==> src/rtl/conv_pkg.sv <==
// -----------------------------------------------------------------------------
// conv_pkg
// Shared definitions for the 3x3 convolution engine: the sequencing state
// encoding used by conv2d_ctrl and the MAC pipeline depth, which also sizes
// the datapath's stage-valid vector.
// -----------------------------------------------------------------------------
package conv_pkg;

    // Sequencing states of the convolution controller.
    typedef enum logic [1:0] {
        IDLE  = 2'd0,
        FILL  = 2'd1,
        FLUSH = 2'd2,
        DRAIN = 2'd3
    } state_t;

    // Number of MAC pipeline stages between window issue and conv result.
    localparam int PIPE_DEPTH = 4;

    // Width of the position counters handed to the line buffer.
    localparam int CNT_W = 32;

    // Pixel index of the last flush cycle: WIDTH*WIDTH real pixels followed
    // by WIDTH+1 zero pixels, counted from 0.
    function automatic int unsigned last_flush_index(input int unsigned width);
        return width * width + width;
    endfunction

endpackage

==> src/rtl/pos_counter.sv <==
// -----------------------------------------------------------------------------
// pos_counter
// Column/row position counter for a raster of WIDTH columns. The column
// advances on every enabled cycle and wraps WIDTH-1 -> 0, advancing the row
// on the wrap. The row is not bounded, so callers may run past the last
// frame row (used for flushing a line buffer).
//
// Ports
//   clk     in   rising-edge clock
//   rst     in   synchronous active-high reset, clears both counters
//   clear   in   synchronous clear to (0,0); wins over enable
//   enable  in   advance one position this cycle
//   col     out  current column
//   row     out  current row
// -----------------------------------------------------------------------------
module pos_counter
    import conv_pkg::*;
#(
    parameter int WIDTH = 7
) (
    input  logic             clk,
    input  logic             rst,
    input  logic             clear,
    input  logic             enable,
    output logic [CNT_W-1:0] col,
    output logic [CNT_W-1:0] row
);

    localparam logic [CNT_W-1:0] COL_LAST = CNT_W'(WIDTH - 1);

    always_ff @(posedge clk) begin
        if (rst || clear) begin
            col <= '0;
            row <= '0;
        end else if (enable) begin
            if (col == COL_LAST) begin
                col <= '0;
                row <= row + 1'b1;
            end else begin
                col <= col + 1'b1;
            end
        end
    end

endmodule

==> src/rtl/conv2d_ctrl.sv <==
// -----------------------------------------------------------------------------
// conv2d_ctrl
// Sequencing controller for one 3x3 convolution engine over a WIDTH x WIDTH
// single-channel frame. It accepts pixels over a valid/ready handshake, drives
// the padding line buffer's write strobe and position counters, flushes the
// line buffer with WIDTH+1 zero pixels after the last real pixel, issues one
// window per output pixel and walks it through the MAC pipeline's stage-valid
// vector, and pulses frame_done once the last result leaves the pipeline.
//
// Ports
//   clk                  in   rising-edge clock
//   rst                  in   synchronous active-high reset
//   start                in   begin a frame (honoured only when idle)
//   in_valid             in   upstream pixel present
//   in_ready             out  pixel is accepted this cycle when in_valid=1
//   valid_in             out  line-buffer write strobe (combinational)
//   pad_zero             out  datapath forces line-buffer input pixel to 0
//   counter_col          out  column of the pixel written this cycle
//   counter_row          out  row of the pixel written this cycle
//   valid_in_pipeline2D  out  window at line-buffer outputs enters pipeline
//   valid_pipeline2D     out  per-stage valid of the MAC pipeline
//   out_valid            out  conv result valid at datapath output
//   busy                 out  high whenever not idle
//   frame_done           out  one-cycle end-of-frame pulse
// -----------------------------------------------------------------------------
module conv2d_ctrl
    import conv_pkg::*;
#(
    parameter int WIDTH = 7
) (
    input  logic                  clk,
    input  logic                  rst,
    input  logic                  start,
    input  logic                  in_valid,
    output logic                  in_ready,
    output logic                  valid_in,
    output logic                  pad_zero,
    output logic [CNT_W-1:0]      counter_col,
    output logic [CNT_W-1:0]      counter_row,
    output logic                  valid_in_pipeline2D,
    output logic [PIPE_DEPTH-1:0] valid_pipeline2D,
    output logic                  out_valid,
    output logic                  busy,
    output logic                  frame_done
);

    localparam logic [CNT_W-1:0] LAST_PIXEL = CNT_W'(WIDTH * WIDTH - 1);
    localparam logic [CNT_W-1:0] LAST_FLUSH = CNT_W'(last_flush_index(WIDTH));
    // The first complete 3x3 window is available once the pixel at
    // (row 1, col 1) has been written.
    localparam logic [CNT_W-1:0] FIRST_WIN  = CNT_W'(WIDTH + 1);

    state_t           state;
    logic [CNT_W-1:0] pix_idx;
    logic             clear_pos;

    // Real pixels are written only on handshake; flush writes every cycle.
    always_comb begin
        valid_in = 1'b0;
        unique case (state)
            FILL:    valid_in = in_valid;
            FLUSH:   valid_in = 1'b1;
            default: valid_in = 1'b0;
        endcase
    end

    assign clear_pos = (state == IDLE) && start;
    assign out_valid = valid_pipeline2D[PIPE_DEPTH-1];

    pos_counter #(
        .WIDTH (WIDTH)
    ) u_pos (
        .clk    (clk),
        .rst    (rst),
        .clear  (clear_pos),
        .enable (valid_in),
        .col    (counter_col),
        .row    (counter_row)
    );

    always_ff @(posedge clk) begin
        if (rst) begin
            state               <= IDLE;
            pix_idx             <= '0;
            in_ready            <= 1'b0;
            pad_zero            <= 1'b0;
            busy                <= 1'b0;
            frame_done          <= 1'b0;
            valid_in_pipeline2D <= 1'b0;
            valid_pipeline2D    <= '0;
        end else begin
            // Window issue and stage-valid shift run every cycle, independent
            // of upstream stalls.
            valid_in_pipeline2D <= valid_in && (pix_idx >= FIRST_WIN);
            valid_pipeline2D    <= {valid_pipeline2D[PIPE_DEPTH-2:0], valid_in_pipeline2D};
            frame_done          <= 1'b0;

            if (valid_in) begin
                pix_idx <= pix_idx + 1'b1;
            end

            unique case (state)
                IDLE: begin
                    if (start) begin
                        state    <= FILL;
                        pix_idx  <= '0;
                        in_ready <= 1'b1;
                        busy     <= 1'b1;
                    end
                end
                FILL: begin
                    if (in_valid && (pix_idx == LAST_PIXEL)) begin
                        state    <= FLUSH;
                        in_ready <= 1'b0;
                        pad_zero <= 1'b1;
                    end
                end
                FLUSH: begin
                    if (pix_idx == LAST_FLUSH) begin
                        state    <= DRAIN;
                        pad_zero <= 1'b0;
                    end
                end
                DRAIN: begin
                    // No windows are issued in DRAIN, so once nothing is left
                    // before the second-to-last stage the pipeline empties
                    // deterministically: frame_done is raised so that it
                    // coincides with the final result at the output stage.
                    if (frame_done) begin
                        state <= IDLE;
                        busy  <= 1'b0;
                    end else if (!valid_in_pipeline2D &&
                                 (valid_pipeline2D[PIPE_DEPTH-3:0] == '0)) begin
                        frame_done <= 1'b1;
                    end
                end
                default: begin
                    state    <= IDLE;
                    in_ready <= 1'b0;
                    pad_zero <= 1'b0;
                    busy     <= 1'b0;
                end
            endcase
        end
    end

endmodule

==> config.mk <==
export PLATFORM = sky130hd
export DESIGN_NAME = conv2d_ctrl
export DESIGN_NICKNAME = d
export VERILOG_FILES = /design/src/rtl/conv_pkg.sv /design/src/rtl/pos_counter.sv /design/src/rtl/conv2d_ctrl.sv
export SDC_FILE = /design/constraint.sdc
export NUM_CORES = 1
export LEC_CHECK = 0
export CORE_UTILIZATION = 32
export CTS_CLUSTER_DIAMETER = 50
export DETAILED_ROUTE_END_ITERATION = 10
export HOLD_SLACK_MARGIN = 0.08
export PLACE_DENSITY = 0.63
export SKIP_CTS_REPAIR_TIMING = 1
export SLEW_MARGIN = 20
export SYNTH_ARGS = -nofsm -noshare
export SYNTH_HDL_FRONTEND = slang
export SYNTH_SLANG_ARGS = --single-unit
==> constraint.sdc <==
create_clock -name clk -period 6.55 [get_ports clk]
set_input_delay 0.655 -clock clk [delete_from_list [all_inputs] [get_ports clk]]
set_output_delay 0.655 -clock clk [all_outputs]
set_load 0.05 [all_outputs]
# ---- Word-level counts from Yosys, hierarchy flattened
# Cells that the tools add are included.
dict set report totals {
  n_memories 0
  in_bits 4
  wordCells 61
  output_inout_bits 75
  rom_bits 0
  regBits 107
  latch_bits 0
  ramBits 0
}
dict set report op_classes {
  n_eq_ne 10
  div_mod_pow 0
  reduce_logical 17
  bitwise 1
  shift 0
  add_sub_neg 3
  mul 0
  n_lt_le_gt_ge 1
  mux 19
}
# cell n
set ops {}
lappend ops {{$mux W32} 4}
lappend ops {{$add A32 B1 Y32 const B} 3}
lappend ops {{$eq A32 B6 Y1 const B} 2}
lappend ops {{$eq A32 B3 Y1 const B} 1}
lappend ops {{$ge A32 B4 Y1 const B} 1}
lappend ops {{$reduce_and A3 Y1} 3}
lappend ops {{$mux W2} 4}
lappend ops {{$ne A2 B2 Y1 const B} 4}
lappend ops {{$pmux W1 S2} 4}
lappend ops {{$pmux W2 S4} 1}
lappend ops {{$mux W1} 6}
lappend ops {{$reduce_bool A2 Y1} 3}
lappend ops {{$eq A2 B2 Y1 const B} 2}
lappend ops {{$logic_and A1 B1 Y1} 4}
lappend ops {{$logic_not A2 Y1} 2}
lappend ops {{$reduce_and A4 Y1} 1}
lappend ops {{$reduce_or A3 Y1} 1}
lappend ops {{$eq A2 B1 Y1 const B} 1}
lappend ops {{$reduce_and A2 Y1} 1}
lappend ops {{$logic_not A1 Y1} 1}
lappend ops {{$logic_or A1 B1 Y1} 1}
lappend ops {{$not A1 Y1} 1}

# ---- Longest topological paths before layout
dict set report depth {
  ltp_word 5
  depth_mapped 9
  depth_no_buf 8
}

# ---- Cells and area by module
# From an unflattened synthesis, not the netlist that was laid out.
dict set report unflattened {
  hier_cells 617
  area_unflattened_um2 5232.5
}
# mod cells_per_inst area_per_inst_um2 seq_area_each_um2 n_inst
set modules_own_cells {}
lappend modules_own_cells {pos_counter 369 3079.2 1281.2 1}
lappend modules_own_cells {conv2d_ctrl 248 2153.3 860.8 1}

# ---- Worst setup path after synthesis
# Ideal clock, no wire load.
dict set report synth_timing {
  kind {register to register}
  startpoint {register u_pos.col[1]}
  endpoint {register u_pos.row[26]}
  t_required_ns 6.480
  arrival_ns 2.448
  setup_slack_ns 4.032
  path_buffers 1
  stages_incl_launch_ff 8
  synth_period_minus_slack_ns 2.518
  setup_time_ns 0.070
  path_cell_list {dfxtp_1 ha_1 nor4b_4 nand4_1 or4_1 buf_2 or4_1 a21oi_1}
}
dict set report synth_via {
  elab_chain_cells 2
}
# item line
set synth_rtl {}
lappend synth_rtl {{start: declaration} pos_counter.sv:25} ;# output logic [CNT_W-1:0] col,
lappend synth_rtl {{start signal: assignment} pos_counter.sv:40} ;# col <= col + 1'b1;
lappend synth_rtl {{$eq A32 B3 Y1} pos_counter.sv:36} ;# if (col == COL_LAST) begin
lappend synth_rtl {{$reduce_and A2 Y1 (no line)} --}
lappend synth_rtl {{end signal: assignment} pos_counter.sv:38} ;# row <= row + 1'b1;
lappend synth_rtl {{end: declaration} pos_counter.sv:26} ;# output logic [CNT_W-1:0] row
# Every way passes these cells.
# A chain may end at the register's enable or synchronous reset.

# ---- Final worst setup path
dict set report layout_timing {
  startpoint {input in_valid}
  endpoint {output valid_in}
}
dict set report layout_via {
  elab_chain_cells 1
}
# item line
set layout_rtl {}
lappend layout_rtl {{start: declaration} conv2d_ctrl.sv:34} ;# input logic in_valid,
lappend layout_rtl {{$pmux W1 S2} conv2d_ctrl.sv:60} ;# unique case (state)
lappend layout_rtl {{end: declaration} conv2d_ctrl.sv:36} ;# output logic valid_in,
# Every way passes these cells.

==> run_results.csv <==
group,metric,value,unit
logic_synthesis,synth_nets,647,
logic_synthesis,synth-adder-area-share,2.38,%
logic_synthesis,yosysTopAreaCell,"dfxtp_1",
power,p_leak,0.00205,uW
critical_path,crit_path_max_fanout,8,
logic_synthesis,synth_top_cell_area_share,40.7,%
logic_synthesis,synthDistinctLibCells,43,
clock_tree,root_buffer,"clkbuf_16",
logic_synthesis,synth_commonest_cells,"dfxtp_1 (107), nor2_1 (62), a21oi_1 (47), nand2_1 (47)",
critical_path,startpoint_type,"input port",
finish,drive_gt1_share,3.56,%
placement,post_dp_cell_area,0.00624,mm^2
global_route,grt_util_met3,3.57,%
sta,max_slew_margin,42.6,%
global_route,use_met1,22.3,%
hold_path,hp-class,"flop to flop",
global_route,antenna_found_initial,0,
sta,worst_clock_skew,7.44,ps
routing,drt_iter0_drc,220,
finish,layout.nets,715,
floorplan,fp.coreArea,0.0159,mm^2
sta,setup_violations,0,
global_route,grt_max_degree,40,
global_route,grt_pass1_wl,21000,um
critical_path,regToRegSetupSlack,3570,ps
placement,hpwl,9160,um
power,irDropWorstVdd,0.161,mV
global_route,busiest_layer,"met2",
floorplan,start_util,33.0,%
logic_synthesis,ys_top_cells_by_area,"dfxtp_1 (41%), a21oi_1 (4.5%), nor2_1 (4.4%)",
logic_synthesis,synth_edf_count,0,
power,power_density,224,mW/mm^2
logic_synthesis,syn_area,0.00526,mm^2
sta,tns,0,ps
logic_synthesis,synth_ff_type,"dfxtp_1",
logic_synthesis,synth_compound_area_share,11.4,%
sta,rsz0062_at_grt,"no",
logic_synthesis,ys_seq_area_share,40.7,%
run_status,status,"complete, no violations",
routing,vias,4781,
routing,drc,0,
placement,gp_congestion,0.803,
clock_tree,clk_pin_slew_worst_paths,60,ps
placement,placed_cells,906,
sta,period_minus_slack,3230,ps
routing,viasPerCell,5.20,
logic_synthesis,ys_seq_elements,107,
logic_synthesis,yosysMostFrequentCell,"dfxtp_1",
logic_synthesis,async_flop_share,0,%
logic_synthesis,synth.avg_cell_area,8.31,um^2
clock_tree,cts_buffer_depth,2,
critical_path,path_class,"input port to output pin",
logic_synthesis,yosysWarnings,0,
sta,hold_viol_final,0,
logic_synthesis,synth_top_family_by_area,"simple AND/OR/NAND/NOR gates",
placement,port_buffers,78,
sta,finalCritPeriodShare,49.3,%
floorplan,dieArea,0.0170,mm^2
finish,antenna_cells,0,
logic_synthesis,synthSimpleGateAreaFrac,33.9,%
finish,area.growth.synth_to_final,23.5,%
power,power,1460,uW
clock_tree,cts.sinks,107,
global_route,grt-ovfl-total,0,
logic_synthesis,synthXorXnorAreaFrac,7.83,%
critical_path,crit_required,5890,ps
routing,antenna_left,0,
routing,drt-pass1-iter-count,5,
routing,routed_wl,12900,um
sta,worstMarginPinSlew,853,ps
sta,max_freq,0.310,GHz
clock_tree,insertion_delay,340,ps
finish,design_area,0.00649,mm^2
floorplan,rows,46,
clock_tree,htreeDepth,3,
finish,fin_cells,919,
global_route,grt_use_met2,23.9,%
clock_tree,cts_buffers,9,
critical_path,cp-end-kind,"output pin",
global_route,grt_pass1_vias,4182,
logic_synthesis,synthMuxAreaShare,0.381,%
floorplan,die_y,130,um
logic_synthesis,syn_inst,633,
sta,finalMaxSlewViolations,0,
job,cap_violations,0,
placement,dp_slack,3330,ps
global_route,grt_usage,15.7,%
critical_path,crit_arrival,2570,ps
routing,wire_per_inst,14.1,um
sta,setup_ws,3320,ps
floorplan,die_w,130,um
clock_tree,cts_tree,"done",
floorplan,io_pins,79,
## placed cells by master (no fill, tap or decap), types with 13 or more instances in the layout
cell type | Yosys | layout
clkdlybuf4s50_1 | 0 | 78
nor3_1 | 13 | 13
inv_1 | 17 | 17
o21ai_0 | 33 | 33
or3_1 | 35 | 35
or4_1 | 13 | 13
nand2_1 | 47 | 47
nor2_1 | 62 | 62
nand4_1 | 33 | 33
nand3_1 | 35 | 35
a21oi_1 | 47 | 47
nor4_1 | 19 | 18
and3_1 | 21 | 21
xor2_1 | 21 | 21
xnor2_1 | 26 | 26
dfxtp_1 | 107 | 107
## layer usage
metal	routed length [um]	up-vias
li1	-	2439
met1	6500	2234
met2	5620	98
met3	693	10
met4	123	0
met5	0	-
## worst max-delay path, stage by stage
cell and delay, ps:
clkdlybuf4s50_1 510, a21o_1 250, nand2_1 120, clkinv_1 190, clkdlybuf4s50_1 840
## power breakdown
group	total [uW]	switching [uW]	internal, uW	leakage [uW]
registers	681	14.1	667	0.000863
logic	288	197	90.8	0.00106
clock network	488	225	263	0.000122
total	1460	436	1020	0.00205
## area by class of cell
type                       instances  area [um^2]
clock buffer                      13          250
tap                              216          270
inverter                          19         71.3
fill                            1640         9450
sequential                       107         2140
timing repair buffer              82          811
multi-input combinational        482         2950
## metrics by stage
step / hold slack [ps] / utilization (%)
finish: 464 / 40.7
global route: 476 / 40.7
CTS: 467 / 40.7
detailed placement: 458 / 39.1
global placement: 449 / 39.1
floorplan: 458 / -
## cells by family (layout without fill, tap and decap cells)
| logic type | count (synthesis) | in the layout |
|---|---|---|
| XOR/XNOR | 47 | 47 |
| multiplexers | 2 | 2 |
| AND/OR/NAND/NOR | 319 | 319 |
| AO/OA/AOI/OAI | 104 | 104 |
| buffers and inverters | 44 | 114 |
| adder cells (fa/ha/maj) | 10 | 10 |
| flip-flops | 107 | 107 |
## flip-flops by register name (all words and copies together) (netlist names)
| signal | count |
|---|---|
| u_pos.row | 32 |
| valid_in_pipeline2D | 1 |
| valid_pipeline2D | 4 |
| frame_done | 1 |
| state | 2 |
| u_pos.col | 32 |
| busy | 1 |
| in_ready | 1 |
| pix_idx | 32 |
| pad_zero | 1 |
## path summary, 6_finish.rpt
path	start	to	cells past startpoint
max	in_valid	valid_in	5
min	valid_pipeline2D[2]	valid_pipeline2D[3]	1
max reg2reg	state[0]	u_pos.col[28]	7
min reg2reg	valid_pipeline2D[2]	valid_pipeline2D[3]	1
No activity file was read; power rests on OpenSTA's default activity.
